[config.mk]
export PLATFORM = sky130hd
export DESIGN_NAME = adder_tree_pipe_flat
export DESIGN_NICKNAME = d
export VERILOG_FILES = /design/src/rtl/adder_pkg.sv /design/src/rtl/adder_tree_pipe_if.sv /design/src/rtl/adder_tree_stage.sv /design/src/rtl/adder_tree_pipe.sv /design/src/flat_wrapper.sv
export SDC_FILE = /design/constraint.sdc
export NUM_CORES = 1
export LEC_CHECK = 0
export ABC_AREA = 1
export ABC_CLOCK_PERIOD_IN_PS = 6490
export BUFFER_PORTS_ARGS = -buffer_cell sky130_fd_sc_hd__clkbuf_2
export CAP_MARGIN = 20
export CORE_MARGIN = 5
export CORE_UTILIZATION = 40
export CTS_BUF_LIST = sky130_fd_sc_hd__clkbuf_4
export DETAILED_ROUTE_END_ITERATION = 12
export GPL_TIMING_DRIVEN = 1
export SLEW_MARGIN = 40
export SYNTH_ARGS = -nofsm -noshare
export SYNTH_HDL_FRONTEND = slang
export SYNTH_HIERARCHICAL = 1
export SYNTH_SLANG_ARGS = --single-unit
[constraint.sdc]
create_clock -name clk -period 6.49 [get_ports clk]
set_clock_uncertainty 0.15 [all_clocks]
set_input_delay 0.9735 -clock clk [delete_from_list [all_inputs] [get_ports clk]]
set_output_delay 0.9735 -clock clk [all_outputs]
set_load 0.02 [all_outputs]
[src/rtl/adder_pkg.sv]
// rtl/adder_pkg.sv - shared sizing helpers for the pipelined adder tree
package adder_pkg;

  localparam int MAX_NUM = 64;

  function automatic int clog2(input int n);
    int r;
    r = 0;
    for (int v = 1; v < n; v = v * 2) r++;
    return r;
  endfunction

  function automatic int out_bits(input int bits, input int num, input int grow);
    return (grow != 0) ? bits + clog2(num) : bits;
  endfunction

  // Partial-sum count held by stage s; s = -1 yields the raw lane count.
  function automatic int stage_cnt(input int num, input int s);
    return (num + (1 << (s + 1)) - 1) >> (s + 1);
  endfunction

endpackage

[src/rtl/adder_tree_pipe_if.sv]
// rtl/adder_tree_pipe_if.sv - valid/ready operand and result bundle of the adder tree
interface adder_tree_pipe_if #(
  parameter int NUM      = 4,
  parameter int BITS     = 8,
  parameter int OUT_BITS = 8
);
  logic                 in_valid;
  logic                 in_ready;
  logic [NUM*BITS-1:0]  in_data;
  logic                 out_valid;
  logic                 out_ready;
  logic [OUT_BITS-1:0]  out_data;
  logic                 out_ovf;

  modport master (
    output in_valid, in_data, out_ready,
    input  in_ready, out_valid, out_data, out_ovf
  );

  modport slave (
    input  in_valid, in_data, out_ready,
    output in_ready, out_valid, out_data, out_ovf
  );
endinterface

[src/rtl/adder_tree_stage.sv]
// rtl/adder_tree_stage.sv - one registered tree level: pairwise adds, odd pass-through, valid/ready
module adder_tree_stage
  import adder_pkg::*;
#(
  parameter int IN_CNT   = 2,
  parameter int IN_BITS  = 8,
  parameter int SIGNED   = 0,
  parameter int RST_DATA = 0
) (
  input  logic                                            clk,
  input  logic                                            rst,
  input  logic                                            up_valid,
  output logic                                            up_ready,
  input  logic [IN_CNT*IN_BITS-1:0]                       up_data,
  output logic                                            dn_valid,
  input  logic                                            dn_ready,
  output logic [stage_cnt(IN_CNT, 0)*(IN_BITS+1)-1:0]     dn_data
);

  localparam int OUT_CNT = stage_cnt(IN_CNT, 0);
  localparam int OW      = IN_BITS + 1;

  logic                     valid_q;
  logic [OUT_CNT*OW-1:0]    data_q;
  logic [OUT_CNT*OW-1:0]    sum;

  function automatic logic [OW-1:0] ext(input logic [IN_BITS-1:0] x);
    return (SIGNED != 0) ? {x[IN_BITS-1], x} : {1'b0, x};
  endfunction

  always_comb begin
    sum = '0;
    for (int k = 0; k < IN_CNT / 2; k++) begin
      sum[k*OW +: OW] = ext(up_data[(2*k)*IN_BITS +: IN_BITS])
                      + ext(up_data[(2*k+1)*IN_BITS +: IN_BITS]);
    end
    if (IN_CNT % 2 == 1) begin
      sum[(OUT_CNT-1)*OW +: OW] = ext(up_data[(IN_CNT-1)*IN_BITS +: IN_BITS]);
    end
  end

  // An empty stage always accepts, so bubbles collapse under a downstream stall.
  assign up_ready = !valid_q || dn_ready;

  always_ff @(posedge clk) begin
    if (rst) begin
      valid_q <= 1'b0;
      if (RST_DATA != 0) data_q <= '0;
    end else if (up_ready) begin
      valid_q <= up_valid;
      if (up_valid) data_q <= sum;
    end
  end

  assign dn_valid = valid_q;
  assign dn_data  = data_q;

endmodule

[src/rtl/adder_tree_pipe.sv]
// rtl/adder_tree_pipe.sv - NUM-lane pipelined adder tree with backpressure and wrap/saturate narrowing
module adder_tree_pipe
  import adder_pkg::*;
#(
  parameter int NUM    = 4,
  parameter int BITS   = 8,
  parameter int SIGNED = 0,
  parameter int GROW   = 0,
  parameter int SAT    = 0
) (
  input  logic               clk,
  input  logic               rst,
  adder_tree_pipe_if.slave   bus
);

  localparam int LEVELS   = clog2(NUM);
  localparam int SUM_W    = BITS + LEVELS;
  localparam int OUT_BITS = out_bits(BITS, NUM, GROW);

  if (NUM < 2 || NUM > MAX_NUM) begin : g_bad_num
    $fatal(1, "adder_tree_pipe: NUM=%0d outside 2..%0d", NUM, MAX_NUM);
  end

  for (genvar s = 0; s < LEVELS; s++) begin : g_lvl
    localparam int IN_CNT = stage_cnt(NUM, s - 1);
    localparam int IN_W   = BITS + s;
    localparam int DN_W   = stage_cnt(NUM, s) * (IN_W + 1);

    logic [IN_CNT*IN_W-1:0] up_data;
    logic                   up_valid;
    logic                   up_ready;
    logic                   dn_valid;
    logic                   dn_ready;
    logic [DN_W-1:0]        dn_data;

    if (s == 0) begin : g_head
      assign up_data  = bus.in_data;
      assign up_valid = bus.in_valid;
    end else begin : g_link
      assign up_data  = g_lvl[s-1].dn_data;
      assign up_valid = g_lvl[s-1].dn_valid;
    end

    if (s == LEVELS - 1) begin : g_tail
      assign dn_ready = bus.out_ready;
    end else begin : g_mid
      assign dn_ready = g_lvl[s+1].up_ready;
    end

    // The last level doubles as the output register, so its data is reset too.
    adder_tree_stage #(
      .IN_CNT   (IN_CNT),
      .IN_BITS  (IN_W),
      .SIGNED   (SIGNED),
      .RST_DATA ((s == LEVELS - 1) ? 1 : 0)
    ) u_stage (
      .clk      (clk),
      .rst      (rst),
      .up_valid (up_valid),
      .up_ready (up_ready),
      .up_data  (up_data),
      .dn_valid (dn_valid),
      .dn_ready (dn_ready),
      .dn_data  (dn_data)
    );
  end

  logic [SUM_W-1:0]    sum;
  logic [OUT_BITS-1:0] result;
  logic                ovf;

  assign sum           = g_lvl[LEVELS-1].dn_data;
  assign bus.in_ready  = g_lvl[0].up_ready;
  assign bus.out_valid = g_lvl[LEVELS-1].dn_valid;

  if (GROW != 0) begin : g_grow
    assign result = sum;
    assign ovf    = 1'b0;
  end else begin : g_narrow
    localparam logic [BITS-1:0] SMIN = BITS'(1) << (BITS - 1);
    localparam logic [BITS-1:0] SMAX = ~SMIN;

    logic [SUM_W-BITS:0] head;
    logic [BITS-1:0]     sat_val;

    // A signed value fits iff every bit from the BITS-1 sign position upward agrees.
    assign head    = sum[SUM_W-1:BITS-1];
    assign ovf     = (SIGNED != 0) ? !((&head) || !(|head)) : (|head[SUM_W-BITS:1]);
    assign sat_val = (SIGNED != 0) ? (sum[SUM_W-1] ? SMIN : SMAX) : '1;
    assign result  = (SAT != 0 && ovf) ? sat_val : sum[BITS-1:0];
  end

  assign bus.out_data = result;
  assign bus.out_ovf  = ovf;

endmodule

[src/flat_wrapper.sv]
// flat-port wrapper written by rule: the top's interface ports become plain ports
module adder_tree_pipe_flat import adder_pkg::*;
#(
  parameter int NUM    = 4,
  parameter int BITS   = 8,
  parameter int SIGNED = 0,
  parameter int GROW   = 0,
  parameter int SAT    = 0
)
  (clk, rst, bus_in_valid, bus_in_data, bus_out_ready, bus_in_ready, bus_out_valid, bus_out_data, bus_out_ovf);
  adder_tree_pipe_if #(.NUM(NUM), .BITS(BITS), .OUT_BITS(8)) bus_i ();
  input  logic clk;
  input  logic rst;
  input wire logic [$bits(bus_i.in_valid)-1:0] bus_in_valid;
  input wire logic [$bits(bus_i.in_data)-1:0] bus_in_data;
  input wire logic [$bits(bus_i.out_ready)-1:0] bus_out_ready;
  output wire logic [$bits(bus_i.in_ready)-1:0] bus_in_ready;
  output wire logic [$bits(bus_i.out_valid)-1:0] bus_out_valid;
  output wire logic [$bits(bus_i.out_data)-1:0] bus_out_data;
  output wire logic [$bits(bus_i.out_ovf)-1:0] bus_out_ovf;
  assign bus_i.in_valid = bus_in_valid;
  assign bus_i.in_data = bus_in_data;
  assign bus_i.out_ready = bus_out_ready;
  assign bus_in_ready = bus_i.in_ready;
  assign bus_out_valid = bus_i.out_valid;
  assign bus_out_data = bus_i.out_data;
  assign bus_out_ovf = bus_i.out_ovf;
  adder_tree_pipe #(.NUM(NUM), .BITS(BITS), .SIGNED(SIGNED), .GROW(GROW), .SAT(SAT)) u_core (.clk(clk), .rst(rst), .bus(bus_i));
endmodule
; Word-level counts from Yosys, hierarchy flattened
; Index checks and enable logic that the tools add are counted.
; Widths: inputs -> output; s select.
[op_classes]
add_sub_neg = 3
mul = 0
n_div = 0
magnitude_cmp = 0
eq_ne = 0
shift = 0
mux = 0
n_bitwise = 1
n_reduce_logical = 7
[op_table]
columns = cell, count
row1 = $add 8x8->9, 2
row2 = $add 9x9->10, 1
row3 = $reduce_and 3->1, 1
row4 = $logic_not 1->1, 2
row5 = $logic_or 1x1->1, 2
row6 = $reduce_and 2->1, 1
row7 = $reduce_or 2->1, 1
row8 = $not 1->1, 1
[totals]
reg_bits = 30
latch_bits = 0
ramBits = 0
rom_bits = 0
in_bits = 36
output_inout_bits = 11
wordCells = 15
mem_count = 0

; Depth between registers and ports, before layout
; Gate-level depths: netlist (run 1).
[logic_depth]
depth_word = 4
depth_mapped = 12
mapped_depth_nobuf = 12

; Modules after synthesis
; The synthesis (run 1) kept the hierarchy.
[by_module_without_submodules]
columns = module, instances, cells_each, area_each_um2, seq_area_each_um2
row1 = adder_tree_stage (u_core.g_lvl[0].u_stage), 1, 143, 1333.8, 560.5
row2 = adder_tree_stage (u_core.g_lvl[1].u_stage), 1, 134, 867.1, 220.2
row3 = adder_tree_pipe, 1, 3, 11.3, 0.0

; Least setup slack after synthesis (run 1)
; Ideal clock, no wire load.
[synth_path]
path_type = input -> register
from = input bus_out_ready
to = register u_core.g_lvl[0].u_stage.data_q[0] (enable)
setup_time_ps = 416
arrival_time_ps = 2409
t_required_ps = 5924
slack_ps = 3516
path_stages = 4
n_path_buf = 0
path_cell_list = inv_1 -> nand2_4 -> nor2_1 -> nor3_1
[synth_between]
elab_chain_len = 3
[synth_rtl]
columns = item, line
row1 = start: declaration, flat_wrapper.sv:16  ; input wire logic [$bits(bus_i.out_ready)-1:0] bus_out_ready;
row2 = $logic_or 1x1->1, adder_tree_stage.sv:43  ; assign up_ready = !valid_q || dn_ready;
row3 = named net u_core.g_lvl[0].dn_ready, adder_tree_pipe.sv:33  ; logic dn_ready;
row4 = $logic_or 1x1->1, adder_tree_stage.sv:43
row5 = $reduce_and 3->1 (no source line), n/a
row6 = end signal: assignment, adder_tree_stage.sv:51  ; if (up_valid) data_q <= sum;
row7 = end: declaration, adder_tree_stage.sv:24  ; logic [OUT_CNT*OW-1:0] data_q;
; The timed path passes the listed nets, and every way through them passes these cells.
; A chain may end at the register's enable or synchronous reset.

; Final worst setup path (run 1)
[layout_path]
from = input bus_out_ready
to = output bus_in_ready
[layout_between]
elab_chain_len = 2
[layout_rtl]
columns = item, line
row1 = $logic_or 1x1->1, adder_tree_stage.sv:43
row2 = named net u_core.g_lvl[0].dn_ready, adder_tree_pipe.sv:33
row3 = $logic_or 1x1->1, adder_tree_stage.sv:43
row4 = end: declaration, flat_wrapper.sv:17  ; output wire logic [$bits(bus_i.in_ready)-1:0] bus_in_ready;
; The timed path passes the listed nets, and every way through them passes these cells.

==> impl_metrics.tcl, run 1 <==
set metrics [dict create \
    status "finished clean" \
    layout-drive-gt1-share_pct 21.99 \
    clock-sinks 30 \
    r2r_slack_ps 4700 \
    cts.repair.resized 0 \
    r2r_start "u_core/g_lvl[0].u_stage/dn_data[0]" \
    multiInputGateArea_um2 1241 \
    synth_area_leaders "edfxtp_1 24%, ha_1 14%, nand2_1 14%" \
    yosysSeqAreaShare_pct 35.29 \
    synth_cell_types 26 \
    syn_nets 344 \
    die_w_um 84.37 \
    area_growth_pct 16.35 \
    grt_pass1_vias 1740 \
    dieHeight_um 84.37 \
    maxSlewViolCount 0 \
    cts-htree-levels 2 \
    synth_top_area_share_pct 24.43 \
    leakage_uw 0.001408 \
    hold_buffers 0 \
    synthCells 280 \
    hp-class "reg -> reg" \
    finish.utilization_pct 47.32 \
    crit_path_max_fanout 3 \
    critPathArrivalTime_ps 1590 \
    final_cell_mix "80 x nand2_1, 46 x clkbuf_2, 46 x inv_1, 25 x nor2_1, 25 x ha_1" \
    startpoint_type "input pin" \
    tns_ps 0 \
    setup_viol 0 \
    drv_cap 0 \
    layout_commonest_cell "nand2_1" \
    drt_wl_total_um 4019 \
    postCtsSetupRepairBufs 0 \
    drtIter0Drc 46 \
    yosys.area.top_type "edfxtp_1" \
    hold_violations 0 \
    num-fill-cells 563 \
    clockBufferDepth 2 \
    grt_max_degree 19 \
    dr.pass1.iters 4 \
    syn_area_um2 2212 \
    clkLatencyLatePin_ps 320 \
    antenna_found_initial 0 \
    seqCellArea_um2 780.7 \
    min-delay-start "u_core/g_lvl[1].u_stage/dn_data[0]" \
    worstPathRequired_ps 5370 \
    vdd_drop_max_uv 71.13 \
    period_share_pct 41.86 \
    stdcell_count 404 \
    gpl.final_weighted_congestion 0.7889 \
    period_needed_ps 2717 \
    fmax_mhz 368.1 \
    synth_area_per_cell_um2 7.900 \
    vias 1781 \
    worstSetupStartpoint "bus_out_ready" \
    crit_type "in -> out" \
    cts_tree "built" \
    rows 27 \
    power_density_nw_per_um2 187.4 \
    routedWlPerCell_um 9.948 \
    fin_nets 396 \
    finalInstanceArea_um2 2574 \
    viasPerCell 4.408 \
    drc_errors 0 \
    hold_ws_ps 344.2 \
    cts.clk_slew.worst_paths_ps 80 \
    grt_overflow 0 \
    core_area_um2 5439 \
    diodes 0 \
    cts_buffers 5 \
    gr-usage-all-layers_pct 12.21 \
    placed_area_um2 2526 \
    slew_headroom_pct 82.06 \
    ant_nets 0 \
    yosys_warnings 6 \
    ys_ff_latch 30 \
    cts-root-buf "clkbuf_4" \
    rsz0062_at_grt "false" \
    place_inst 397 \
    io_pins 47 \
    start_util_pct 40.67 \
    end_kind "primary output" \
    port_buffers 46 \
    dieArea_um2 7117 \
    worst_slew_pin_slew_ps 268.7 \
    grt_pass1_wl_um 7169 \
    dp_hpwl_um 3457 \
]
## layout make-up
cell class / instances / share of cell area (%)
inverter: 47 / 6.855
clock buffer: 5 / 1.458
clock inverter: 2 / 0.3889
tap: 72 / 3.500
sequential: 30 / 30.34
timing repair buffer: 47 / 9.237
multi-input combinational: 201 / 48.23
## worst max-delay path: stages
cell      delay (ps)
clkbuf_2          80
inv_1             80
nand2_4           60
nor2_1           170
inv_1             80
clkbuf_2         160
## cells in the mapped netlist
master / instances
nand2_1: 80
inv_1: 46
ha_1: 25
nor2_1: 25
edfxtp_1: 18
nand3_1: 17
a21oi_1: 13
dfxtp_1: 12
xnor2_1: 6
nand2_2: 4
nand3b_1: 4
or2_4: 4
fa_1: 3
o21ai_0: 3
xor2_1: 3
nand2_4: 2
nand3_2: 2
nand3b_4: 2
nor2_2: 2
o21ai_1: 2
or2_1: 2
a211oi_2: 1
buf_4: 1
buf_6: 1
inv_2: 1
nor3_1: 1
## per-stage QoR
stage	total power [uW]	worst slack, ps
3_3_place_gp	386.5	3786
3_5_place_dp	389.2	3770
5_1_grt	526.2	3681
6_report	482.2	3773
2_1_floorplan	348.9	3516
4_1_cts	490.9	3766
## routing by layer
layer	GRT usage, %	vias to the layer above	share of wire, %
li1	-	990	-
met1	14.75	742	45
met2	21.31	44	48
met3	2.748	5	5.4
met4	4.317	0	1.5
met5	0	-	0
## registers in the layout, indices dropped and copies added (netlist names)
signal / cells
u_core/g_lvl.u_stage/dn_data: 28
u_core/g_lvl.u_stage/dn_valid: 2
## where the power goes
group / total (uW) / leakage, uW / switching, uW / internal, uW
sequential: 226 / 0.000269 / 5.48 / 221
clock: 99.3 / 0.0000308 / 60.5 / 38.8
combinational: 157 / 0.00111 / 90.4 / 66.4
## cell families (layout without fill, tap and decap cells)
kind of cell / Yosys count / in the layout / share of synthesized area [%]
compound gates: 19 / 19 / 4.638
xor+xnor: 9 / 9 / 3.564
simple gates: 145 / 145 / 30.83
buf+inv: 49 / 101 / 8.824
fa+ha+maj: 28 / 28 / 16.86
flops: 30 / 30 / 35.29
## final timing paths
check                           cells after the start                                 end
worst max register to register                     11  u_core/g_lvl[1].u_stage/dn_data[8]
worst min-delay path                                2  u_core/g_lvl[1].u_stage/dn_data[0]
worst max-delay path                                6                        bus_in_ready
worst min register to register                      2  u_core/g_lvl[1].u_stage/dn_data[0]
Note: power is estimated with default switching activity, not from simulation.
==> inputs of run 2 (changes only) <==
ABC_CLOCK_PERIOD_IN_PS = 2200   (was 6490)
clock period = 2.2 ns   (was 6.49 ns; I/O delays follow)
==> impl_metrics.tcl, run 2 (synthesis gave the netlist of run 1 again) <==
set metrics [dict create \
    clockBufferDepth 2 \
    grt_overflow 0 \
    fmax_mhz 548.4 \
    r2r_slack_ps 380 \
    dp_hpwl_um 3533 \
    maxSlewViolCount 0 \
    rsz0062_at_grt "false" \
    start_util_pct 40.67 \
    dieHeight_um 84.37 \
    r2r_start "u_core/g_lvl[0].u_stage/dn_data[0]" \
    die_w_um 84.37 \
    vdd_drop_max_uv 210.9 \
    leakage_uw 0.001414 \
    slew_headroom_pct 82.29 \
    period_share_pct 82.88 \
    drc_errors 0 \
    layout-drive-gt1-share_pct 22.22 \
    area_growth_pct 16.74 \
    drtIter0Drc 54 \
    cts.repair.resized 0 \
    num-fill-cells 564 \
    finish.utilization_pct 47.48 \
    worst_slew_pin_slew_ps 265.3 \
    tns_ps 0 \
    postCtsSetupRepairBufs 0 \
    gr-usage-all-layers_pct 13.05 \
    grt_pass1_wl_um 7679 \
    io_pins 47 \
    crit_type "reg -> reg" \
    clock-sinks 30 \
    seqPwrFrac_pct 45.6 \
    dr.pass1.iters 4 \
    ant_nets 0 \
    min_path_cells 3 \
    grt_pass1_vias 1831 \
    p_int_uw 995.5 \
    layout_commonest_cell "nand2_1" \
    drt_wl_total_um 4173 \
    diodes 0 \
    switchingPower_uw 468.2 \
    startpoint_type "flip-flop" \
    placed_area_um2 2526 \
    min-delay-start "bus_in_valid" \
    hp-class "in -> reg" \
    worstPathRequired_ps 2290 \
    whs_endpoint "u_core/g_lvl[0].u_stage/dn_valid" \
    cts-htree-levels 2 \
    cts_buffers 5 \
    viasPerCell 4.474 \
    end_kind "flip-flop" \
    r2r-end "u_core/g_lvl[1].u_stage/dn_data[6]" \
    swShare_pct 31.99 \
    power_density_nw_per_um2 566.8 \
    grt_max_degree 19 \
    setup_viol 0 \
    core_area_um2 5439 \
    fin_nets 396 \
    cts-root-buf "clkbuf_4" \
    rows 27 \
    p_comb_share_pct 32.0 \
    status "finished clean" \
    largest_register_ffs 28 \
    dieArea_um2 7117 \
    gpl.final_weighted_congestion 0.7870 \
    stdcell_count 405 \
    drv_cap 0 \
    vias 1812 \
    cts_tree "built" \
    reg2regPathDepth 11 \
    clkLatencyLatePin_ps 330 \
    hold_buffers 0 \
    place_inst 397 \
    final_cell_mix "80 x nand2_1, 46 x clkbuf_2, 46 x inv_1, 25 x nor2_1, 25 x ha_1" \
    routedWlPerCell_um 10.30 \
    finalInstanceArea_um2 2582 \
    hold_violations 0 \
    period_needed_ps 1823 \
    clockPowerShare_pct 22.5 \
    port_buffers 46 \
    critPathArrivalTime_ps 1910 \
    crit_path_max_fanout 3 \
    antenna_found_initial 0 \
    cts.clk_slew.worst_paths_ps 90 \
]
==> run 2: cell count changes in the layout (fill, tap and decap cells not counted) <==
| cell | previous run | this run |
|---|---|---|
| inv_2 | 1 | 2 |
| clkinv_2 | 2 | 0 |
| clkbuf_4 | 5 | 7 |
==> run 2: worst max path at each step <==
stage / endpoint / cells past startpoint / from / slack [ps]
after floorplan: u_core/g_lvl[0].u_stage/dn_data[0] / 3 / u_core/g_lvl[1].u_stage/dn_valid / 370
after global placement: u_core/g_lvl[0].u_stage/dn_data[17] / 9 / bus_in_data[16] / 330
after detailed placement: u_core/g_lvl[0].u_stage/dn_data[15] / 9 / bus_in_data[16] / 290
after CTS: u_core/g_lvl[1].u_stage/dn_data[6] / 11 / u_core/g_lvl[0].u_stage/dn_data[0] / 370
after global routing: u_core/g_lvl[1].u_stage/dn_data[4] / 10 / u_core/g_lvl[0].u_stage/dn_data[0] / 170
final: u_core/g_lvl[1].u_stage/dn_data[6] / 11 / u_core/g_lvl[0].u_stage/dn_data[0] / 380
==> run 2: power by group through the flow <==
stage	clock (uW)	combinational (uW)	sequential, uW
after floorplan	0	335	694
after global placement	0	460	680
after detailed placement	0	471	682
after CTS	347	475	669
after global routing	374	543	673
final	329	468	667
==> run 2: metal layers <==
layer  vias to the layer above  share of wire [%]  GRT usage, %
met3                         5                5.7         4.024
met5                         -                  0             0
met4                         0                1.3         3.453
met1                       779                 45         15.62
li1                        991                  -             -
met2                        37                 48         22.74
==> run 2: through the flow <==
step | hold slack [ps] | total power [uW] | setup slack [ps]
CTS | 84.12 | 1491 | 365.5
global placement | 315.2 | 1140 | 327.2
detailed placement | 325.2 | 1153 | 294.8
global route | 113.5 | 1590 | 170.3
floorplan | 249.1 | 1029 | 371.6
finish | 104.0 | 1464 | 376.6
==> run 2: cell type report <==
type / count / area, um^2 / share of cell area (%)
Timing Repair Buffer: 47 / 237.7 / 9.205
Sequential cell: 30 / 780.7 / 30.23
Clock inverter: 1 / 3.754 / 0.1453
Clock buffer: 7 / 52.55 / 2.035
Multi-Input combinational cell: 201 / 1241 / 48.06
Tap cell: 72 / 90.09 / 3.488
Inverter: 47 / 176.4 / 6.831
==> run 2: critical path: stages (launching register included) <==
cell and delay (ps):
edfxtp_1 340, ha_1 180, inv_1 60, fa_1 400, inv_1 70, nand2_1 40, nand2_1 90, nand3b_1 100
nand3_1 80, nand3_1 110, nand2_1 80, inv_1 30
==> inputs of run 3 (changes only) <==
ABC_CLOCK_PERIOD_IN_PS = 1630   (was 2200)
clock period = 1.63 ns   (was 2.2 ns; I/O delays follow)
==> impl_metrics.tcl, run 3 (synthesis gave the netlist of run 1 again) <==
set metrics [dict create \
    dr.pass1.iters 4 \
    crit_type "reg -> reg" \
    stdcell_count 418 \
    grt_max_degree 19 \
    worst-path-buf-inv 3 \
    slew_headroom_pct 82.59 \
    clock-sinks 30 \
    cts.clk_slew.worst_paths_ps 100 \
    vdd_drop_max_uv 355.8 \
    cpMaxStageDelayCell "edfxtp_1" \
    hp-class "in -> reg" \
    crit_path_max_fanout 3 \
    dieHeight_um 84.37 \
    critPathArrivalTime_ps 1770 \
    min_path_cells 2 \
    area_growth_pct 26.75 \
    drt_wl_total_um 3936 \
    worst_slew_pin_slew_ps 261.1 \
    period_share_pct 104.6 \
    layout_commonest_cell "nand2_1" \
    dp_hpwl_um 3372 \
    power_density_nw_per_um2 782.6 \
    startpoint_type "flip-flop" \
    clockBufferDepth 2 \
    worst_slack_ps -74.29 \
    rsz0062_at_grt "true" \
    fmax_mhz 586.8 \
    r2r_slack_ps -70 \
    routedWlPerCell_um 9.416 \
    antenna_found_initial 0 \
    vias 1842 \
    clkLatencyLatePin_ps 320 \
    io_pins 47 \
    end_kind "flip-flop" \
    status "finished, violations left" \
    critical_path.top_delay_family "adder cells" \
    setup_viol 3 \
    maxSlewViolCount 0 \
    cts-htree-levels 2 \
    hold_ws_ps 55.90 \
    cts_buffers 5 \
    drv_cap 0 \
    final_cell_mix "76 x nand2_1, 46 x clkbuf_2, 44 x inv_1, 23 x nor2_1, 20 x ha_1" \
    r2r_start "u_core/g_lvl[0].u_stage/dn_data[9]" \
    largest_register_ffs 28 \
    reg2regPathDepth 11 \
    violations "setup timing" \
    leakage_uw 0.001489 \
    drc_errors 0 \
    ant_nets 0 \
    hold_buffers 0 \
    gpl.final_weighted_congestion 0.7576 \
    grt_overflow 0 \
    layout-drive-gt1-share_pct 30.06 \
    port_buffers 46 \
    hold_violations 0 \
    grt_pass1_wl_um 7231 \
    start_util_pct 40.67 \
    place_inst 410 \
    core_area_um2 5439 \
    gr-usage-all-layers_pct 12.17 \
    worstPathRequired_ps 1700 \
    rows 27 \
    cts-root-buf "clkbuf_4" \
    crit_chain "ha_2 > inv_2 > fa_2 > inv_2 > nand2_2 > nand2_2 > nand3b_1 > nand3_1 > nand3_1 > nand2_1 > inv_1" \
    diodes 0 \
    grt_pass1_vias 1791 \
    dieArea_um2 7117 \
    die_w_um 84.37 \
    min-delay-start "bus_in_data[8]" \
    drtIter0Drc 68 \
    slowest_delay_ps 340 \
    viasPerCell 4.407 \
    r2r-end "u_core/g_lvl[1].u_stage/dn_data[6]" \
    period_needed_ps 1704 \
    whs_endpoint "u_core/g_lvl[0].u_stage/dn_data[0]" \
    fin_nets 409 \
    cts_tree "built" \
]
-- run 3: cell types whose count changed in the layout (fill, tap and decap cells not counted), sizes merged --
cell,before,now
inv,48,47
clkbuf,53,52
clkinv,0,1
bufinv,0,1
buf,1,14
-- run 3: report_power, final --
part	internal, uW	switching [uW]	total, uW
sequential	879	28.8	908
clock	336	238	574
combinational	334	379	713
-- run 3: cell type report --
class	count	area (um^2)
Fill cell	527	2635
Multi-Input combinational cell	201	1329
Sequential cell	30	782.0
Timing Repair Buffer	60	347.8
Inverter	47	176.4
Tap cell	72	90.09
Clock buffer	6	45.04
Clock inverter	2	33.78
-- run 3: worst max-delay path by stage --
stage / start / endpoint / slack (ps) / cells after the start
final: u_core/g_lvl[0].u_stage/dn_data[9] / u_core/g_lvl[1].u_stage/dn_data[6] / -70 / 11
after detailed placement: bus_in_data[16] / u_core/g_lvl[0].u_stage/dn_data[15] / -150 / 9
after CTS: u_core/g_lvl[0].u_stage/dn_data[0] / u_core/g_lvl[1].u_stage/dn_data[6] / -110 / 11
after floorplan: bus_in_data[0] / u_core/g_lvl[0].u_stage/dn_data[8] / 10 / 8
after global routing: u_core/g_lvl[0].u_stage/dn_data[9] / u_core/g_lvl[1].u_stage/dn_data[6] / -200 / 11
after global placement: bus_in_data[16] / u_core/g_lvl[0].u_stage/dn_data[17] / -140 / 9
-- run 3: timing repair --
item	4_1_cts	5_1_grt
endpoints found under the setup margin	5	7
endpoints found under the hold margin	0	0
buffers inserted	0	0
pin swaps	3	8
gates resized for setup	6	11
gates cloned	0	0
-- run 3: stage by stage --
step / power (uW) / worst slack (ps) / cell area, um^2 / utilization (%) / TNS, ps
5_1_grt: 2369 / -199.1 / 2804 / 51.55 / -654.3
3_5_place_dp: 1601 / -149.8 / 2645 / 48.63 / -873.2
3_3_place_gp: 1590 / -137.5 / 2645 / 48.63 / -760.4
2_1_floorplan: 1391 / 10.45 / 2226 / - / 0
6_report: 2194 / -74.29 / 2804 / 51.55 / -181.8
4_1_cts: 2204 / -106.9 / 2756 / 50.68 / -270.0
-- run 3: per-layer routing --
metal  GRT usage, %  share of wire (%)
met5              0                  0
met4          3.885                1.2
met3          2.846                4.9
met2          20.52                 45
met1          15.41                 49
-- run 3: worst reg2reg max path, delay by kind of cell (launching register included) --
family	cells	cell delay (ps)
DFF	1	340
adders and majority gates	2	530
and+or+nand+nor	6	460
buffers and inverters	3	130
